==> config.mk <==
export PLATFORM = sky130hd
export DESIGN_NAME = ir_fetch_decode_flat
export DESIGN_NICKNAME = d
export VERILOG_FILES = /design/src/rtl/ir_fetch_decode_if.sv /design/src/rtl/ir_fetch_decode.sv /design/src/flat_wrapper.sv
export SDC_FILE = /design/constraint.sdc
export NUM_CORES = 1
export LEC_CHECK = 0
export CORE_MARGIN = 2
export CORE_UTILIZATION = 41
export CTS_BUF_LIST = sky130_fd_sc_hd__clkbuf_4 sky130_fd_sc_hd__clkbuf_8
export DETAILED_ROUTE_END_ITERATION = 10
export PLACE_DENSITY = 0.85
export SLEW_MARGIN = 40
export SYNTH_ARGS = -nofsm -noshare
export SYNTH_HDL_FRONTEND = slang
export SYNTH_SLANG_ARGS = --single-unit
==> constraint.sdc <==
create_clock -name clk -period 2.15 [get_ports clk]
set_input_delay 0.5375 -clock clk [delete_from_list [all_inputs] [get_ports clk]]
set_output_delay 0.5375 -clock clk [all_outputs]
set_load 0.02 [all_outputs]
==> src/rtl/ir_fetch_decode_if.sv <==
// Bundle between the fetch/decode front end, the control FSM and instruction memory.
// The master modport is the front end's view. The slave modport is the environment's view (FSM + imem).
interface ir_fetch_decode_if #(
  parameter int ADDR_W = 32,
  parameter int CMD_W  = 64
);
  logic              fetch_req;
  logic [ADDR_W-1:0] fetch_addr;
  logic              flush;
  logic [3:0]        flags;
  logic              imem_req;
  logic [ADDR_W-1:0] imem_addr;
  logic              imem_ack;
  logic [31:0]       imem_rdata;
  logic [31:0]       ir;
  logic              ir_valid;
  logic [CMD_W-1:0]  command;
  logic              rm_imm_s;
  logic [1:0]        rs_imm_s;
  logic [2:0]        shift_op;
  logic [3:0]        alu_op;
  logic              s_bit;
  logic              p_bit;
  logic              u_bit;
  logic              w_bit;
  logic [1:0]        v_type;
  logic              ttcc;
  logic              undef;
  logic              fetch_err;

  modport master (
    input  fetch_req, fetch_addr, flush, flags, imem_ack, imem_rdata,
    output imem_req, imem_addr, ir, ir_valid, command, rm_imm_s, rs_imm_s,
           shift_op, alu_op, s_bit, p_bit, u_bit, w_bit, v_type, ttcc, undef,
           fetch_err
  );

  modport slave (
    output fetch_req, fetch_addr, flush, flags, imem_ack, imem_rdata,
    input  imem_req, imem_addr, ir, ir_valid, command, rm_imm_s, rs_imm_s,
           shift_op, alu_op, s_bit, p_bit, u_bit, w_bit, v_type, ttcc, undef,
           fetch_err
  );
endinterface

==> src/rtl/ir_fetch_decode.sv <==
// Instruction fetch/decode front end. It fetches one word over the imem req/ack handshake on a fetch strobe.
// IR and the decoded fields are registered on ack. ttcc and undef are combinational on the held IR.
module ir_fetch_decode #(
  parameter int ADDR_W  = 32,
  parameter int CMD_W   = 64,
  parameter int TIMEOUT = 255
) (
  input logic               clk,
  input logic               rst,
  ir_fetch_decode_if.master bus
);
  localparam int CNT_W = $clog2(TIMEOUT + 1);

  typedef enum logic [1:0] {IDLE, REQ, HOLD} state_t;

  typedef struct packed {
    logic       rm_imm_s;
    logic [1:0] rs_imm_s;
    logic [2:0] shift_op;
    logic [3:0] alu_op;
    logic       s_bit;
    logic       p_bit;
    logic       u_bit;
    logic       w_bit;
    logic [1:0] v_type;
  } fields_t;

  state_t            state_q;
  logic              imem_req_q;
  logic [ADDR_W-1:0] imem_addr_q;
  logic [31:0]       ir_q;
  logic              ir_valid_q;
  logic [CMD_W-1:0]  cmd_q;
  fields_t           fields_q;
  logic              fetch_err_q;
  logic [CNT_W-1:0]  cnt_q;

  logic [CMD_W-1:0]  cmd_d;
  fields_t           fields_d;

  function automatic logic [CMD_W-1:0] decode(input logic [31:0] w);
    logic [CMD_W-1:0] c;
    c = '0;
    if (w[27:4] == 24'h12FFF1) begin
      c[1] = 1'b1;
    end else if (w[27:23] == 5'b00010 && w[21:20] == 2'b00 && w[11:4] == 8'h09) begin
      c[8] = 1'b1;
    end else if (w[27:26] == 2'b00) begin
      // Register-form with bit7 and bit4 set is the multiply/extension space: leave undecoded.
      if (!(!w[25] && w[7] && w[4])) c[0] = 1'b1;
    end else if (w[27:24] == 4'b1010) begin
      c[2] = 1'b1;
    end else if (w[27:24] == 4'b1011) begin
      c[3] = 1'b1;
    end else if (w[27:26] == 2'b01) begin
      case ({w[20], w[25]})
        2'b10:   c[4] = 1'b1;
        2'b11:   c[5] = 1'b1;
        2'b00:   c[6] = 1'b1;
        default: c[7] = 1'b1;
      endcase
    end
    return c;
  endfunction

  function automatic logic cond_pass(input logic [3:0] cc, input logic [3:0] f);
    logic n, z, cy, v;
    {n, z, cy, v} = f;
    case (cc)
      4'h0:    return z;
      4'h1:    return !z;
      4'h2:    return cy;
      4'h3:    return !cy;
      4'h4:    return n;
      4'h5:    return !n;
      4'h6:    return v;
      4'h7:    return !v;
      4'h8:    return cy && !z;
      4'h9:    return !cy || z;
      4'hA:    return n == v;
      4'hB:    return n != v;
      4'hC:    return !z && (n == v);
      4'hD:    return z || (n != v);
      4'hE:    return 1'b1;
      default: return 1'b0;
    endcase
  endfunction

  always_comb begin
    cmd_d             = decode(bus.imem_rdata);
    fields_d          = '0;
    fields_d.rm_imm_s = bus.imem_rdata[25];
    fields_d.rs_imm_s = bus.imem_rdata[25] ? 2'b10 : {1'b0, bus.imem_rdata[4]};
    fields_d.shift_op = bus.imem_rdata[25] ? 3'b111 : {bus.imem_rdata[6:5], bus.imem_rdata[4]};
    fields_d.alu_op   = bus.imem_rdata[24:21];
    fields_d.s_bit    = bus.imem_rdata[20];
    fields_d.p_bit    = bus.imem_rdata[24];
    fields_d.u_bit    = bus.imem_rdata[23];
    fields_d.w_bit    = bus.imem_rdata[21];
    fields_d.v_type   = bus.imem_rdata[6:5];
  end

  always_ff @(posedge clk) begin
    if (rst) begin
      state_q     <= IDLE;
      imem_req_q  <= 1'b0;
      imem_addr_q <= '0;
      ir_q        <= '0;
      ir_valid_q  <= 1'b0;
      cmd_q       <= '0;
      fields_q    <= '0;
      fetch_err_q <= 1'b0;
      cnt_q       <= '0;
    end else if (bus.flush) begin
      state_q    <= IDLE;
      imem_req_q <= 1'b0;
      ir_valid_q <= 1'b0;
    end else begin
      case (state_q)
        IDLE, HOLD: begin
          if (bus.fetch_req) begin
            state_q     <= REQ;
            imem_addr_q <= bus.fetch_addr;
            imem_req_q  <= 1'b1;
            ir_valid_q  <= 1'b0;
            cnt_q       <= '0;
            fetch_err_q <= 1'b0;
          end
        end
        REQ: begin
          if (bus.imem_ack) begin
            state_q    <= HOLD;
            ir_q       <= bus.imem_rdata;
            cmd_q      <= cmd_d;
            fields_q   <= fields_d;
            imem_req_q <= 1'b0;
            ir_valid_q <= 1'b1;
          end else if (cnt_q == CNT_W'(TIMEOUT - 1)) begin
            // Request has been outstanding for TIMEOUT cycles: give up.
            state_q     <= IDLE;
            imem_req_q  <= 1'b0;
            fetch_err_q <= 1'b1;
          end else begin
            cnt_q <= cnt_q + CNT_W'(1);
          end
        end
        default: state_q <= IDLE;
      endcase
    end
  end

  assign bus.imem_req  = imem_req_q;
  assign bus.imem_addr = imem_addr_q;
  assign bus.ir        = ir_q;
  assign bus.ir_valid  = ir_valid_q;
  assign bus.command   = cmd_q;
  assign bus.rm_imm_s  = fields_q.rm_imm_s;
  assign bus.rs_imm_s  = fields_q.rs_imm_s;
  assign bus.shift_op  = fields_q.shift_op;
  assign bus.alu_op    = fields_q.alu_op;
  assign bus.s_bit     = fields_q.s_bit;
  assign bus.p_bit     = fields_q.p_bit;
  assign bus.u_bit     = fields_q.u_bit;
  assign bus.w_bit     = fields_q.w_bit;
  assign bus.v_type    = fields_q.v_type;
  assign bus.fetch_err = fetch_err_q;
  assign bus.undef     = ir_valid_q && (cmd_q == '0);
  assign bus.ttcc      = !cond_pass(ir_q[31:28], bus.flags);
endmodule
==> src/flat_wrapper.sv <==
// flat-port wrapper written by rule: the top's interface ports become plain ports
module ir_fetch_decode_flat 
#(
  parameter int ADDR_W  = 32,
  parameter int CMD_W   = 64,
  parameter int TIMEOUT = 255
)
  (clk, rst, bus_fetch_req, bus_fetch_addr, bus_flush, bus_flags, bus_imem_ack, bus_imem_rdata, bus_imem_req, bus_imem_addr, bus_ir, bus_ir_valid, bus_command, bus_rm_imm_s, bus_rs_imm_s, bus_shift_op, bus_alu_op, bus_s_bit, bus_p_bit, bus_u_bit, bus_w_bit, bus_v_type, bus_ttcc, bus_undef, bus_fetch_err);
  ir_fetch_decode_if #(.ADDR_W(ADDR_W), .CMD_W(CMD_W)) bus_i ();
  input logic clk;
  input logic rst;
  input wire logic [$bits(bus_i.fetch_req)-1:0] bus_fetch_req;
  input wire logic [$bits(bus_i.fetch_addr)-1:0] bus_fetch_addr;
  input wire logic [$bits(bus_i.flush)-1:0] bus_flush;
  input wire logic [$bits(bus_i.flags)-1:0] bus_flags;
  input wire logic [$bits(bus_i.imem_ack)-1:0] bus_imem_ack;
  input wire logic [$bits(bus_i.imem_rdata)-1:0] bus_imem_rdata;
  output wire logic [$bits(bus_i.imem_req)-1:0] bus_imem_req;
  output wire logic [$bits(bus_i.imem_addr)-1:0] bus_imem_addr;
  output wire logic [$bits(bus_i.ir)-1:0] bus_ir;
  output wire logic [$bits(bus_i.ir_valid)-1:0] bus_ir_valid;
  output wire logic [$bits(bus_i.command)-1:0] bus_command;
  output wire logic [$bits(bus_i.rm_imm_s)-1:0] bus_rm_imm_s;
  output wire logic [$bits(bus_i.rs_imm_s)-1:0] bus_rs_imm_s;
  output wire logic [$bits(bus_i.shift_op)-1:0] bus_shift_op;
  output wire logic [$bits(bus_i.alu_op)-1:0] bus_alu_op;
  output wire logic [$bits(bus_i.s_bit)-1:0] bus_s_bit;
  output wire logic [$bits(bus_i.p_bit)-1:0] bus_p_bit;
  output wire logic [$bits(bus_i.u_bit)-1:0] bus_u_bit;
  output wire logic [$bits(bus_i.w_bit)-1:0] bus_w_bit;
  output wire logic [$bits(bus_i.v_type)-1:0] bus_v_type;
  output wire logic [$bits(bus_i.ttcc)-1:0] bus_ttcc;
  output wire logic [$bits(bus_i.undef)-1:0] bus_undef;
  output wire logic [$bits(bus_i.fetch_err)-1:0] bus_fetch_err;
  assign bus_i.fetch_req = bus_fetch_req;
  assign bus_i.fetch_addr = bus_fetch_addr;
  assign bus_i.flush = bus_flush;
  assign bus_i.flags = bus_flags;
  assign bus_i.imem_ack = bus_imem_ack;
  assign bus_i.imem_rdata = bus_imem_rdata;
  assign bus_imem_req = bus_i.imem_req;
  assign bus_imem_addr = bus_i.imem_addr;
  assign bus_ir = bus_i.ir;
  assign bus_ir_valid = bus_i.ir_valid;
  assign bus_command = bus_i.command;
  assign bus_rm_imm_s = bus_i.rm_imm_s;
  assign bus_rs_imm_s = bus_i.rs_imm_s;
  assign bus_shift_op = bus_i.shift_op;
  assign bus_alu_op = bus_i.alu_op;
  assign bus_s_bit = bus_i.s_bit;
  assign bus_p_bit = bus_i.p_bit;
  assign bus_u_bit = bus_i.u_bit;
  assign bus_w_bit = bus_i.w_bit;
  assign bus_v_type = bus_i.v_type;
  assign bus_ttcc = bus_i.ttcc;
  assign bus_undef = bus_i.undef;
  assign bus_fetch_err = bus_i.fetch_err;
  ir_fetch_decode #(.ADDR_W(ADDR_W), .CMD_W(CMD_W), .TIMEOUT(TIMEOUT)) u_core (.clk(clk), .rst(rst), .bus(bus_i));
endmodule
* Word-level counts from Yosys, hierarchy flattened
Index checks and enable logic that the tools add are counted.
** Cells by class
- Add/subtract/negate cells :: 1
- Equal/unequal tests :: 33
- Multiplexer cells :: 39
- Bitwise logic cells :: 1
- Reduce and logical (&&, ||, !) cells :: 32
** Operator list (number)
- zero test 64 bit :: 1
- equality test 4 bit, second input constant :: 9
- equality test 24 x 21 -> 1 bit, second input constant :: 1
- 2-to-1 mux 8 bit :: 3
- 2-to-1 mux 1 bit :: 19
- equality test 4 x 3 -> 1 bit, second input constant :: 4
- one-hot mux 8 bit (2 select lines) :: 1
- one-hot mux 1 bit (15 select lines) :: 1
- 2-to-1 mux 6 bit :: 2
- AND reduction 3 bit :: 4
- AND reduction 5 bit :: 2
- adder 8 x 1 -> 8 bit, second input constant :: 1
- equality test 4 x 2 -> 1 bit, second input constant :: 2
- equality test 8 x 4 -> 1 bit, second input constant :: 1
- equality test 8 bit, second input constant :: 1
- zero test 2 bit :: 4
- 2-to-1 mux 2 bit :: 4
- 2-to-1 mux 4 bit :: 2
- != test 2 bit, second input constant :: 4
- logical AND 1 bit :: 7
- 2-to-1 mux 7 bit :: 1
- equality test 2 bit, second input constant :: 3
- zero test 1 bit :: 6
- one-hot mux 1 bit (2 select lines) :: 3
- 17 further kinds :: 20
** Word-level totals
- Flip-flop bits (word level) :: 102
- Input port bits :: 73

* Longest topological paths before layout
- Word-level depth :: 9
- Mapped depth :: 7
- Mapped depth without buffers :: 6

* Least setup slack after synthesis
No wires, ideal clock.
- Path type :: reg-to-output
- Start point :: register u_core.ir_q[30] (netlist: u_core.bus.ir[30])
- End point :: output port bus_ttcc
- Arrival :: 1.835 ns
- Data required time :: 1.612 ns
- Setup slack :: -0.222 ns
- Cell stages (with the launch flop) :: 6
- Cell sequence :: dfxtp_1 clkbuf_1 and3b_1 o21ai_0 nand4_1 a221oi_1
** Between the ends
- Word-level cells in the longest chain between the ends :: 3
- Elaborated cells between the ends (all ways) :: 17
- Those cells by class :: eq/ne: 14; mux: 1; reduce/logical: 2
** Ends and longest elaborated chain
- start, declared :: line ir_fetch_decode.sv:31 : logic [31:0] ir_q;
- start signal, assigned :: line ir_fetch_decode.sv:133 : ir_q <= bus.imem_rdata;
- equality test 4 bit (tied with other cells) :: line ir_fetch_decode.sv:69 : case (cc)
- one-hot mux 1 bit (15 select lines) (*) :: line ir_fetch_decode.sv:69
- zero test 1 bit (*) :: line ir_fetch_decode.sv:168 : assign bus.ttcc = !cond_pass(ir_q[31:28], bus.flags);
- end, declared :: line flat_wrapper.sv:32 : output wire logic [$bits(bus_i.ttcc)-1:0] bus_ttcc;
Every way passes the cells marked *; elsewhere a longest branch is shown, timed or not.

* Worst setup path after layout
- Start point :: input port bus_flags[0]
- End point :: output port bus_ttcc
** Between the ends
- Word-level cells in the longest chain between the ends :: 4
- Elaborated cells between the ends (all ways) :: 7
- Those cells by class :: eq/ne: 2; mux: 1; reduce/logical: 4
** Ends and longest elaborated chain
- start, declared :: line flat_wrapper.sv:15 : input wire logic [$bits(bus_i.flags)-1:0] bus_flags;
- != test 1 bit / equality test 1 bit (equally long branches)
- logical OR 1 bit / logical AND 1 bit (equally long branches) :: line ir_fetch_decode.sv:83, ir_fetch_decode.sv:82
- one-hot mux 1 bit (15 select lines) (*) :: line ir_fetch_decode.sv:69
- zero test 1 bit (*) :: line ir_fetch_decode.sv:168
Marked as above.

==> run summary <==
The critical path in this run is classified as in -> out. Data on the critical path is required at its endpoint by 1.61 ns. The area share of the largest cell type after synthesis was 0.426. The routed layout has 4229 vias. For this run, the leading register cell type out of synthesis is sky130_fd_sc_hd__dfxtp_1. The tools report the number of antenna violations at the first check in global routing as 0.

The largest fanout on the critical path was 3. The type of the most critical hold path was reg -> reg. The final critical-path share of the clock period works out to 1.07.

Total power for the finished layout comes to 3.48 mW. The remaining global-route overflow is 0, and the sequential fraction of the synthesis area is 0.426. The flip-flop and latch count after synthesis is 90, and the via count of the first global-routing pass is 4026. Mean number of vias per cell: 4.98. The fraction of final layout cells with drive strength greater than 1 is 0.111, and the number of synthesis warnings is 0. In this run the mean area of a mapped cell was 7.83 um2. Pin placement for this block handled 222 I/O pins. Kind of capture point of the worst setup path: an output port. The synthesized design spends more area on one cell type than any other, namely sky130_fd_sc_hd__dfxtp_1.

The kind of cell with the highest combined delay along the critical path is buffers and inverters. The clock root buffer was sky130_fd_sc_hd__clkbuf_8. Buffers placed on the I/O ports in this run total 166.

The first TritonRoute pass finished after 4 iterations. Sorting the synthesized cells by area gives the leading types as sky130_fd_sc_hd__dfxtp_1 43%, sky130_fd_sc_hd__nand2_1 13%, sky130_fd_sc_hd__buf_4 12%. The power per cell area is 558 mW/mm2, and the number of distinct library cells after synthesis is 55.

Across the routed clock network, the largest skew measured is 0.0126 ns. For this design the total switching power over the nets is 0.963 mW. At the end of the flow, the number of nets in the layout was 786.

Clock-pin slew was measured on the worst setup and hold paths at 0.08 ns. Together, buffers and inverters on the worst path number 3. From synthesis to final layout, the design area changed by 47.4%.

Critical path launch point type: an input port. Traced cell by cell, the critical path runs through clkdlybuf4s15_2 -> buf_4 -> nand4b_1 -> a21o_1 -> nand4_1 -> a221oi_4 -> buf_6. The floorplan has 37 rows. The count of mapped cells out of synthesis was 540. The sequential share of power was 0.496; the number of fill cells in the layout was 873. Adding up every negative setup slack in the final design gives -0.148 ns. The worst-case vdd ir drop is 0.424 mV. The flow ran to the end, but the final reports show violations. In this design, the stage delay of the slowest critical-path cell is 0.31 ns. The slowest stage of the critical path belongs to the cell sky130_fd_sc_hd__a221oi_4. The horizontal die dimension came out at 106 um. Derived from the worst setup path, the maximum achievable clock frequency is 0.435 GHz. The count of endpoints failing hold in the final timing report came out at 0. For the standard cell area after detailed placement, the log shows 0.00600 mm2. The die area is 0.0111 mm2, and the insertion delay to the later sink of the worst-skew pair is 0.37 ns. The run gives 3 as the maximum level of the CTS H-tree.

Setup repair after global routing could not meet its margin everywhere. After detailed routing, the number of remaining DRC violations is 0. The power share of the clock group was 0.333; the pre-CTS setup slack was -1.02 ns.

The global routing usage summed across all routing layers was 0.212. The tools report the placer congestion estimate as 0.952. The post-route minimum period came out at 2.30 ns.

The tools report the total of hold buffers inserted after clock tree synthesis as 0. Effective utilization at floorplan: 0.415. The final layout contains routed wiring with a total length of 12300 um. The number of clock sinks was 90; the fraction of power consumed by combinational cells was 0.171. The number of antenna diodes in the final layout is 0. The checks that failed: setup timing. For the number of pins exceeding their max-slew limit in the final report, the log shows 0. For the worst slew margin relative to its limit, the log shows 0.606. The number of CTS-inserted buffers came out at 9. The detail route stage leaves a number of antenna-violating nets equal to 0. In this run the static leakage power is 2.28 nW. Arrival time at the worst endpoint: 1.76 ns.

The synthesized netlist occupies a cell area of 0.00423 mm2. The detail-routed net length per standard cell came out at 14.4 um. The first global-routing pass estimated 19300 um of wire. Pin slew with the least headroom to its limit: 0.590 ns.

The number of enable-type register cells in the synthesized netlist works out to 0. Internal power comes to 2.52 mW. Across the run, the number of max-cap violations was 0.

Summing all non-filler instances in the final layout gives an area of 0.00623 mm2. After legalization and detailed placement, the total HPWL measured 9110 um. The net switching fraction of the power is 0.277, and the maximum count of clock buffers along a single path is 2.

The core footprint was 0.0102 mm2; the starting DRC count in detailed routing was 216. From bottom edge to top edge, the die measures 106 um. TritonCTS built the clock tree.

Entering global routing, the biggest net connects 86 pins. For the final critical-path setup slack, the log shows -0.148 ns. The tools report the setup violation total in the final timing report as 1. The share of flip-flops with an asynchronous set or reset works out to 0.
-- cell type report --
class / count / area, um2 / area share
multi-input combinational: 398 / 2040 / 0.328
timing repair buffer: 207 / 2010 / 0.322
sequential: 90 / 1810 / 0.290
tap: 136 / 170 / 0.0273
clock buffer: 10 / 131 / 0.0211
clock inverter: 4 / 53.8 / 0.00863
inverter: 5 / 18.8 / 0.00301
-- synthesized netlist by cell type, types with 2 or more instances --
| cell | number |
|---|---|
| sky130_fd_sc_hd__nand2_1 | 142 |
| sky130_fd_sc_hd__dfxtp_1 | 90 |
| sky130_fd_sc_hd__a21oi_1 | 82 |
| sky130_fd_sc_hd__buf_4 | 67 |
| sky130_fd_sc_hd__clkbuf_1 | 26 |
| sky130_fd_sc_hd__nand3_1 | 11 |
| sky130_fd_sc_hd__nor3_1 | 10 |
| sky130_fd_sc_hd__nor2_1 | 9 |
| sky130_fd_sc_hd__o21ai_0 | 9 |
| sky130_fd_sc_hd__buf_2 | 7 |
| sky130_fd_sc_hd__inv_1 | 5 |
| sky130_fd_sc_hd__nand2b_1 | 5 |
| sky130_fd_sc_hd__nor2b_1 | 5 |
| sky130_fd_sc_hd__a31oi_1 | 4 |
| sky130_fd_sc_hd__and3_1 | 4 |
| sky130_fd_sc_hd__nand4_1 | 4 |
| sky130_fd_sc_hd__nand4b_1 | 4 |
| sky130_fd_sc_hd__nor4_1 | 4 |
| sky130_fd_sc_hd__a41oi_1 | 3 |
| sky130_fd_sc_hd__and3b_1 | 3 |
| sky130_fd_sc_hd__o31ai_1 | 3 |
| sky130_fd_sc_hd__a21o_1 | 2 |
| sky130_fd_sc_hd__and2b_1 | 2 |
| sky130_fd_sc_hd__ha_1 | 2 |
| sky130_fd_sc_hd__mux2i_1 | 2 |
| sky130_fd_sc_hd__nor3b_1 | 2 |
| sky130_fd_sc_hd__o211ai_1 | 2 |
| sky130_fd_sc_hd__o311ai_0 | 2 |
| sky130_fd_sc_hd__or2_2 | 2 |
| sky130_fd_sc_hd__or3_1 | 2 |
-- final timing paths --
path / from / to / slack [ns] / depth (start not counted)
worst max-delay path: bus_flags[0] / bus_ttcc / -0.15 / 7
worst min-delay path: u_core.bus.imem_addr[20] / u_core.bus.imem_addr[20] / 0.46 / 2
worst max register to register: u_core.cnt_q[1] / u_core.cnt_q[3] / 0.31 / 5
worst min register to register: u_core.bus.imem_addr[20] / u_core.bus.imem_addr[20] / 0.46 / 2
-- registers in the layout, summed over array words and instances (netlist names), 2 cells and up --
name	cells
u_core.bus.alu_op	3
u_core.bus.command	9
u_core.bus.imem_addr	32
u_core.bus.ir	28
u_core.bus.shift_op	3
u_core.cnt_q	8
u_core.state_q	2
-- power by group through the flow --
stage | Combinational, mW | Clock (mW) | Sequential [mW]
detailed placement | 0.585 | 0 | 1.77
finish | 0.594 | 1.16 | 1.73
floorplan | 0.308 | 0 | 1.81
global placement | 0.573 | 0 | 1.76
CTS | 0.591 | 1.18 | 1.73
global route | 0.635 | 1.25 | 1.73
-- kinds of logic (layout without fill, tap and decap cells) --
group | count (synthesis) | count (layout) | share of synthesized area
and+or+nand+nor | 222 | 222 | 0.247
AOI/OAI and AO/OA | 116 | 116 | 0.157
buffers and inverters | 106 | 226 | 0.156
DFF | 90 | 90 | 0.426
adders and majority gates | 2 | 2 | 0.00592
muxes | 2 | 2 | 0.00473
other | 1 | 55 | 0.000887
xor gates and xnor gates | 1 | 1 | 0.00207
-- repair_timing --
| action | in CTS | in global routing |
|---|---|---|
| endpoints found under the setup margin | 2 | 2 |
| pin swaps | 6 | 0 |
| gates resized for setup | 34 | 2 |
| buffers inserted | 1 | 0 |
-- placed cells by master, fill, tap and decap left out, types with 5 or more instances in the layout --
| cell type | Yosys | layout |
|---|---|---|
| sky130_fd_sc_hd__nor3_1 | 10 | 10 |
| sky130_fd_sc_hd__conb_1 | 1 | 55 |
| sky130_fd_sc_hd__clkbuf_8 | 0 | 9 |
| sky130_fd_sc_hd__nand2b_1 | 5 | 5 |
| sky130_fd_sc_hd__o21ai_0 | 9 | 8 |
| sky130_fd_sc_hd__nor2_1 | 9 | 9 |
| sky130_fd_sc_hd__clkdlybuf4s50_1 | 0 | 159 |
| sky130_fd_sc_hd__nand2_1 | 142 | 141 |
| sky130_fd_sc_hd__buf_4 | 67 | 37 |
| sky130_fd_sc_hd__inv_1 | 5 | 5 |
| sky130_fd_sc_hd__nand3_1 | 11 | 11 |
| sky130_fd_sc_hd__a21oi_1 | 82 | 82 |
| sky130_fd_sc_hd__dfxtp_1 | 90 | 87 |
-- stage by stage --
stage | hold slack [ns] | cells | utilization
floorplan | 0.433 | 594 | -
global placement | 0.441 | 835 | 0.589
detailed placement | 0.447 | 835 | 0.589
CTS | 0.458 | 850 | 0.611
global route | 0.476 | 850 | 0.612
finish | 0.455 | 850 | 0.612
-- worst reg2reg max path, cell delays in order, from the launching register on --
cell,delay [ns]
sky130_fd_sc_hd__dfxtp_1,0.38
sky130_fd_sc_hd__ha_1,0.20
sky130_fd_sc_hd__and4_1,0.27
sky130_fd_sc_hd__and3_1,0.28
sky130_fd_sc_hd__or4_1,0.49
sky130_fd_sc_hd__a21boi_1,0.15
-- metal layers --
| layer | vias up | global-route usage | share of wire |
|---|---|---|---|
| met5 | - | 0 | 0 |
| met4 | 0 | 0.0724 | 0.017 |
| met3 | 20 | 0.0810 | 0.088 |
| met2 | 187 | 0.366 | 0.50 |
| met1 | 1978 | 0.240 | 0.40 |
| li1 | 2044 | - | - |
No activity file was read; power rests on OpenSTA's default activity.
